<file path="src/rtl/tdc_edge_if.sv">
// Event stream from the TDC edge encoder: one first-transition event per handshake.
interface tdc_edge_if #(
  parameter int POS_W = 7
);
  logic             m_valid;
  logic             m_ready;
  logic [POS_W-1:0] m_pos;
  logic             m_rising;
  logic             m_multi;

  modport master (
    output m_valid,
    output m_pos,
    output m_rising,
    output m_multi,
    input  m_ready
  );

  modport slave (
    input  m_valid,
    input  m_pos,
    input  m_rising,
    input  m_multi,
    output m_ready
  );
endinterface

</file>
<file path="src/rtl/tdc_edge_encoder.sv">
// Carry-chain TDC back end: registers the thermometer word, removes single-bit bubbles and
// encodes the first transition into a bin index, polarity and multi-edge flag on a valid/ready stream.
module tdc_edge_encoder #(
  parameter int WIDTH  = 100,
  parameter int POS_W  = $clog2(WIDTH + 1),
  parameter int DROP_W = 16
) (
  input  logic              clk,
  input  logic              resetn,
  input  logic [WIDTH:0]    tdc_data,
  input  logic              en,
  tdc_edge_if.master        m,
  output logic [DROP_W-1:0] drop_cnt
);

  function automatic logic maj3(input logic a, input logic b, input logic c);
    return (a & b) | (a & c) | (b & c);
  endfunction

  function automatic logic [DROP_W-1:0] sat_inc(input logic [DROP_W-1:0] v);
    return (&v) ? v : v + DROP_W'(1);
  endfunction

  logic [WIDTH:0]   r_p0;
  logic [WIDTH:0]   f_p1;
  logic [WIDTH:0]   filt_c;
  logic [WIDTH-1:0] diff_c;
  logic             hit_c;
  logic             multi_c;
  logic             rising_c;
  logic [POS_W-1:0] pos_c;
  logic             new_ev_c;

  // Stage 1 -> 2: end taps have only one neighbour, so they pass through unfiltered
  always_comb begin
    filt_c = r_p0;
    for (int i = 1; i < WIDTH; i++) begin
      filt_c[i] = maj3(r_p0[i-1], r_p0[i], r_p0[i+1]);
    end
  end

  always_ff @(posedge clk or negedge resetn) begin
    if (!resetn) begin
      r_p0 <= '0;
      f_p1 <= '0;
    end else begin
      r_p0 <= tdc_data;
      f_p1 <= filt_c;
    end
  end

  // Stage 2 -> 3: bit k of diff_c marks a transition between taps k and k+1
  assign diff_c   = f_p1[WIDTH:1] ^ f_p1[WIDTH-1:0];
  assign hit_c    = |diff_c;
  assign multi_c  = |(diff_c & (diff_c - WIDTH'(1)));
  assign new_ev_c = hit_c & en;

  always_comb begin
    pos_c    = '0;
    rising_c = 1'b0;
    for (int i = WIDTH; i >= 1; i--) begin
      if (f_p1[i] != f_p1[i-1]) begin
        pos_c    = POS_W'(i);
        rising_c = f_p1[i-1];
      end
    end
  end

  // Output register: a held event is never overwritten while the consumer stalls
  always_ff @(posedge clk or negedge resetn) begin
    if (!resetn) begin
      m.m_valid  <= 1'b0;
      m.m_pos    <= '0;
      m.m_rising <= 1'b0;
      m.m_multi  <= 1'b0;
      drop_cnt   <= '0;
    end else if (new_ev_c) begin
      if (!m.m_valid || m.m_ready) begin
        m.m_valid  <= 1'b1;
        m.m_pos    <= pos_c;
        m.m_rising <= rising_c;
        m.m_multi  <= multi_c;
      end else begin
        drop_cnt <= sat_inc(drop_cnt);
      end
    end else if (m.m_valid && m.m_ready) begin
      m.m_valid <= 1'b0;
    end
  end

endmodule

</file>
<file path="src/flat_wrapper.sv">
// flat-port wrapper written by rule: the top's interface ports become plain ports
module tdc_edge_encoder_flat 
#(
  parameter int WIDTH  = 100,
  parameter int POS_W  = $clog2(WIDTH + 1),
  parameter int DROP_W = 16
)
  (clk, resetn, tdc_data, en, drop_cnt, m_m_valid, m_m_pos, m_m_rising, m_m_multi, m_m_ready);
  tdc_edge_if #(.POS_W(POS_W)) m_i ();
  input  logic clk;
  input  logic resetn;
  input  logic [WIDTH:0] tdc_data;
  input  logic en;
  output logic [DROP_W-1:0] drop_cnt;
  output wire logic [$bits(m_i.m_valid)-1:0] m_m_valid;
  output wire logic [$bits(m_i.m_pos)-1:0] m_m_pos;
  output wire logic [$bits(m_i.m_rising)-1:0] m_m_rising;
  output wire logic [$bits(m_i.m_multi)-1:0] m_m_multi;
  input wire logic [$bits(m_i.m_ready)-1:0] m_m_ready;
  assign m_m_valid = m_i.m_valid;
  assign m_m_pos = m_i.m_pos;
  assign m_m_rising = m_i.m_rising;
  assign m_m_multi = m_i.m_multi;
  assign m_i.m_ready = m_m_ready;
  tdc_edge_encoder #(.WIDTH(WIDTH), .POS_W(POS_W), .DROP_W(DROP_W)) u_core (.clk(clk), .resetn(resetn), .tdc_data(tdc_data), .en(en), .m(m_i), .drop_cnt(drop_cnt));
endmodule
</file>
<file path="config.mk">
export PLATFORM = sky130hd
export DESIGN_NAME = tdc_edge_encoder_flat
export DESIGN_NICKNAME = d
export VERILOG_FILES = /design/src/rtl/tdc_edge_if.sv /design/src/rtl/tdc_edge_encoder.sv /design/src/flat_wrapper.sv
export SDC_FILE = /design/constraint.sdc
export NUM_CORES = 1
export LEC_CHECK = 0
export ABC_CLOCK_PERIOD_IN_PS = 4400
export CAP_MARGIN = 20
export CORE_MARGIN = 8
export CORE_UTILIZATION = 55
export CTS_CLUSTER_SIZE = 12
export DETAILED_ROUTE_END_ITERATION = 10
export PLACE_DENSITY_LB_ADDON = 0.12
export SETUP_SLACK_MARGIN = 0.05
export SYNTH_ARGS = -nofsm -noshare
export SYNTH_HDL_FRONTEND = slang
export SYNTH_SLANG_ARGS = --single-unit
</file>
<file path="constraint.sdc">
create_clock -name clk -period 4.4 [get_ports clk]
set_clock_uncertainty 0.05 [all_clocks]
set_input_delay 0.88 -clock clk [delete_from_list [all_inputs] [get_ports clk]]
set_output_delay 0.88 -clock clk [all_outputs]
set_load 0.05 [all_outputs]
</file>
## After elaboration in Yosys (flattened, before gate mapping)

Cells that the tools add are included.
W data, S select, Z words.

| word-level totals | value |
|---|---|
| flip-flop bits (word level) | 228 |
| input port bits | 105 |
| output and inout bits | 26 |

| operators by class | value |
|---|---|
| muxes and demuxes | 203 |
| add/sub/neg operators | 2 |
| reductions and logical operators | 10 |
| bitwise logic cells | 402 |
| equality and inequality tests | 101 |

Operators by type and width:

| operator | count |
|---|---|
| $mux W7 | 100 |
| $and A1 B1 Y1 | 200 |
| $reduce_or A100 Y1 | 2 |
| $or A1 B1 Y1 | 198 |
| $mux W1 | 103 |
| $and A100 B100 Y100 | 1 |
| $ne A1 B1 Y1 | 100 |
| $sub A100 B1 Y100 const B | 1 |
| $xor A100 B100 Y100 | 1 |
| $add A16 B1 Y16 const B | 1 |
| $reduce_and A16 Y1 | 1 |
| $reduce_and A2 Y1 | 2 |
| $reduce_and A3 Y1 | 1 |
| $ne A2 B2 Y1 const B | 1 |
| $not A1 Y1 | 2 |
| $reduce_bool A2 Y1 | 1 |
| $logic_and A1 B1 Y1 | 1 |
| $logic_not A1 Y1 | 1 |
| $logic_or A1 B1 Y1 | 1 |

## Logic depth before layout (Yosys ltp)

| logic depth | value |
|---|---|
| depth after elaboration | 101 |
| depth in mapped cells | 14 |
| depth with buffers taken out | 11 |

## Least setup slack after synthesis

Ideal clock, no wire load.

| path | value |
|---|---|
| kind | flip-flop to flip-flop |
| from | reg u_core.f_p1[1] |
| to | reg u_core.m.m_multi |
| path buffers | 2 |
| setup time | 125 ps |
| arrival | 3141 ps |
| cell stages (with the launch flop) | 13 |
| setup slack | 1084 ps |
| cells stage by stage | dfrtp_1 -> buf_6 -> or4_4 -> o22ai_4 -> nand3_4 -> nor4_4 -> buf_6 -> a31oi_1 -> a2111oi_2 -> o2111ai_1 -> or4_1 -> nor4_1 -> nor2_1 |

| between the ends | value |
|---|---|
| cells in the longest elaborated chain, start to end | 4 |
| elaborated cells between the ends (all ways) | 7 |

Ends and longest elaborated chain:

| element | RTL line | source |
|---|---|---|
| start: declaration | tdc_edge_encoder.sv:25 | `logic [WIDTH:0] f_p1;` |
| start signal: assignment | tdc_edge_encoder.sv:48 | `f_p1 <= filt_c;` |
| $xor A100 B100 Y100 * | tdc_edge_encoder.sv:53 | `assign diff_c = f_p1[WIDTH:1] ^ f_p1[WIDTH-1:0];` |
| $sub A100 B1 Y100 / $reduce_or A100 Y1 (equally long branches) | tdc_edge_encoder.sv:55, tdc_edge_encoder.sv:54 |  |
| $and A100 B100 Y100 / $and A1 B1 Y1 (equally long branches) | tdc_edge_encoder.sv:55, tdc_edge_encoder.sv:56 |  |
| $reduce_or A100 Y1 / $reduce_and A2 Y1 (equally long branches) | -- |  |
| end signal: assignment | tdc_edge_encoder.sv:82 | `m.m_multi <= multi_c;` |
| end: declaration | tdc_edge_if.sv:15 | `output m_multi,` |

Mark *: on every way between the ends. The rest lies on a longest branch, timed or not.
A chain may end at the register's enable or synchronous reset.

## Worst setup path after layout

| path | value |
|---|---|
| from | reg u_core.f_p1[10] |
| to | reg u_core.m.m_multi |

Same word-level chain as after synthesis.

==> summary.md <==
| Metric | Value |
|---|---|
| CP max stage cell | `or4_4` |
| Fillers | `2084` |
| Final period util | `0.9518` |
| N_diodes | `0` |
| Post-synthesis net count | `1643` |
| Final setup fails | `0` |
| Hold buffer count at cts | `0` |
| Power Total | `approximately 5.5 mW` |
| Share of post-route cells with drive strength above 1 | `0.08110` |
| Crit path cell chain | `or4_4 > o32ai_4 > nand3_4 > nor4_4 > buf_4 > buf_4 > a41oi_1 > nor3_2 > nand4_1 > or4_1 > nor4_1 > nor2_1` |
| Synthesis-stage register bit count | `about 230` |
| Achievable Freq | `~0.24 GHz` |
| Final worst setup slack | `roughly 0.21 ns` |
| Mapped cell area | `13770 µm²` |
| Core ar. | `24890 µm²` |
| R2R Path Start | `u_core.f_p1[10]` |
| Clock Path Buffers | `3` |
| VDD IR-drop max | `roughly 0.00041 V` |
| Largest net degree at the start of global routing | `94` |
| Crit path kind | `reg -> reg` |
| Vias in the first global route | `approximately 12000` |
| Place WS | `between 0.2 and 0.25 ns` |
| Worst min-delay path class | `in -> async` |
| Placed cells | `~1900` |
| Clk root buf | `clkbuf_16` |
| Yosys cell types | `89` |
| RSZ-0062 raised after global routing | `false` |
| Slew headroom | `0.3320` |
| Syn Inst Count | `1536` |
| Most numerous cell in the Yosys netlist | `dfrtp_1` |
| Slew @ Worst Pin | `approximately 1 ns` |
| Post-synth ARST share | `1.000` |
| Overflow after GRT | `0` |
| Status | `completed` |
| CP max stage delay | `~0.62 ns` |
| Dominant synthesized flop cell | `dfrtp_1` |
| Setup crit end kind | `flip-flop` |
| Most common cell on crit path | `buf_4` |
| P_leak | `between 6 and 7 nW` |
| Post-route DRC | `0` |
| Post-DR vias/cell | `6.452` |
| Yosys top cell area share | `0.4143` |
| Drt first pass iters | `6` |
| Crit path capture | `u_core.m.m_multi` |
| Pwr per Cell Area | `~340 nW/µm²` |
| Yosys Warn Count | `0` |
| Layout net count | `1735` |
| # IOs | `between 100 and 150` |
| Slew Limit Fails | `0` |
| H-Tree Depth | `1` |
| Port Buffers | `between 100 and 150` |
| Worst Path Arrival | `4.54 ns` |
| Die Y-Extent | `between 150 and 200 µm` |
| Post-DRT Antenna Nets | `0` |
| Syn Area/Cell | `around 9 µm²` |
| Required @ worst endpoint | `between 4 and 5 ns` |
| Critical path launch point type | `flip-flop` |
| Sink Count | `228` |
| CTS tree | `yes` |
| Die area | `30360 µm²` |
| CP Launch Point | `u_core.f_p1[10]` |
| Reg2reg path depth | `12` |
| R2R Path End | `u_core.m.m_multi` |
| Seq/Total Area, Yosys | `0.4143` |
| Setup TNS | `0 ns` |
| Tmin final | `around 4.2 ns` |
| EDFF count, synth | `0` |
| Cell taking the most area after synthesis | `dfrtp_1` |
| Drt first-iter violations | `1739` |
| Area Growth Syn to Fin | `17.07%` |
| Initial Util | `0.5532` |
| Total Routing Usage GR | `0.2831` |
| Inserted Clock Buffers | `24` |
| Top post-synthesis cells by area | `dfrtp_1 (41%), maj3_1 (7.2%), nor2_1 (3.3%), nand2_1 (3.1%), a21oi_1 (2.8%)` |
| DRT Wirelength | `around 44 mm` |
| Global-route wire length before repair | `69.36 mm` |
| Fin. Hold Viols | `0` |
| Die width | `around 170 µm` |
| Final Wtd Congestion | `just under 1` |
| Reg clk slew, reported paths | `roughly 0.060 ns` |
| Worst reg2reg setup slack | `0.21 ns` |
| Initial antenna violation count | `3` |
| Avg WL per Cell | `approximately 22 µm` |
| Via Count | `~13000` |
| Synth cell count leaders | `dfrtp_1 (228), nor2_1 (122), nand2_1 (115)` |
| Fin cells | `between 1500 and 2000` |
| Detail Placement HPWL | `roughly 33 mm` |
| CP max FO | `16` |
| Max Cap Viol | `0` |
| FP Rows | `just under 60` |
| Worst skew pair latency | `between 0.5 and 0.6 ns` |
==> metal layers <==
layer	wire length [µm]	global-route usage	vias up
met5	23	0	-
met4	1430	0.09156	4
met3	3933	0.07290	91
met2	19360	0.4327	593
met1	18990	0.3868	6132
li1	-	-	5891
==> cell type report <==
type,count,area (µm²),share of cell area
Inverter,53,198.9,0.01234
Multi-Input combinational cell,1141,7393,0.4586
Clock buffer,33,654.4,0.04059
Tap cell,330,412.9,0.02561
Clock inverter,5,61.31,0.003803
Sequential cell,228,5707,0.3540
Timing Repair Buffer,180,1694,0.1051
==> cells in the final DEF (no fill, tap or decap), types with 8 or more instances in the layout <==
master / synthesis / routed
clkdlybuf4s50_1: 0 / 129
o211ai_1: 9 / 9
nand3_1: 75 / 75
a21oi_1: 77 / 77
nor4_1: 29 / 28
o22ai_1: 29 / 29
or3_1: 20 / 20
nand4_1: 38 / 38
o21ai_0: 64 / 64
a211oi_1: 9 / 9
inv_1: 53 / 53
or4_1: 11 / 11
nor2_1: 122 / 122
nand2_1: 115 / 115
xnor2_1: 35 / 35
and3_1: 22 / 22
o2111ai_1: 11 / 11
or2_2: 18 / 18
nor2b_1: 25 / 25
nand2b_1: 15 / 15
nor3_1: 61 / 60
xor2_1: 28 / 28
buf_4: 3 / 49
and2_1: 11 / 11
a31oi_1: 34 / 34
o31ai_1: 10 / 10
a41oi_1: 8 / 8
a311oi_1: 12 / 12
a2111oi_0: 10 / 8
clkbuf_16: 0 / 24
maj3_1: 99 / 99
dfrtp_1: 228 / 227
a22oi_1: 11 / 11
==> worst max-delay path: cells and delay by family, from the launching register on <==
| family | cells | cell delay, ns |
|---|---|---|
| DFF | 1 | 0.49 |
| and+or+nand+nor | 8 | 2.46 |
| AOI/OAI and AO/OA | 2 | 0.50 |
| buffers and inverters | 2 | 0.55 |
==> registers in the layout (all words and copies together) (netlist names) <==
name               flops
u_core.f_p1          101
u_core.r_p0          101
u_core.drop_cnt       16
u_core.m.m_pos         7
u_core.m.m_multi       1
u_core.m.m_rising      1
u_core.m.m_valid       1
==> power breakdown <==
| part | total [mW] | switching (mW) | leakage, nW | internal (mW) |
|---|---|---|---|---|
| Clock | 1.87 | 0.782 | 0.351 | 1.09 |
| Sequential | 2.55 | 0.306 | 2.69 | 2.24 |
| Combinational | 1.08 | 0.619 | 3.09 | 0.457 |
==> cells by family (layout without fill, tap and decap cells) <==
| kind of cell | after synthesis | after routing | share of synthesized area |
|---|---|---|---|
| and+or+nand+nor | 595 | 595 | 0.2254 |
| AOI/OAI and AO/OA | 376 | 376 | 0.1914 |
| DFF | 228 | 228 | 0.4143 |
| buffers and inverters | 167 | 271 | 0.05015 |
| adders and majority gates | 101 | 101 | 0.07378 |
| xor gates and xnor gates | 63 | 63 | 0.04007 |
| muxes | 6 | 6 | 0.004815 |
==> per-stage QoR <==
step	hold WS (ns)	util	area, µm²
after global placement	0.3386	0.6178	15380
after global routing	0.3385	0.6477	16120
final	0.2608	0.6477	16120
after detailed placement	0.3288	0.6178	15380
after CTS	0.3063	0.6466	16090
after floorplan	0.3100	-	13770
==> how the worst min path moves through the flow <==
stage                          start  slack (ns)          endpoint  cells after the start
floorplan             u_core.r_p0[0]        0.31    u_core.f_p1[0]                      0
global placement    u_core.r_p0[100]        0.34  u_core.f_p1[100]                      0
detailed placement  u_core.r_p0[100]        0.33  u_core.f_p1[100]                      0
CTS                           resetn        0.31   u_core.r_p0[80]                      1
global route                  resetn        0.34   u_core.r_p0[91]                      1
finish                        resetn        0.26   u_core.r_p0[91]                      1
==> repair_timing <==
action | 4_1_cts | 5_1_grt
setup endpoints to repair | 0 | 1
buffers inserted | 0 | 1
resized for setup | 0 | 6
Note: power is estimated with default switching activity, not from simulation.
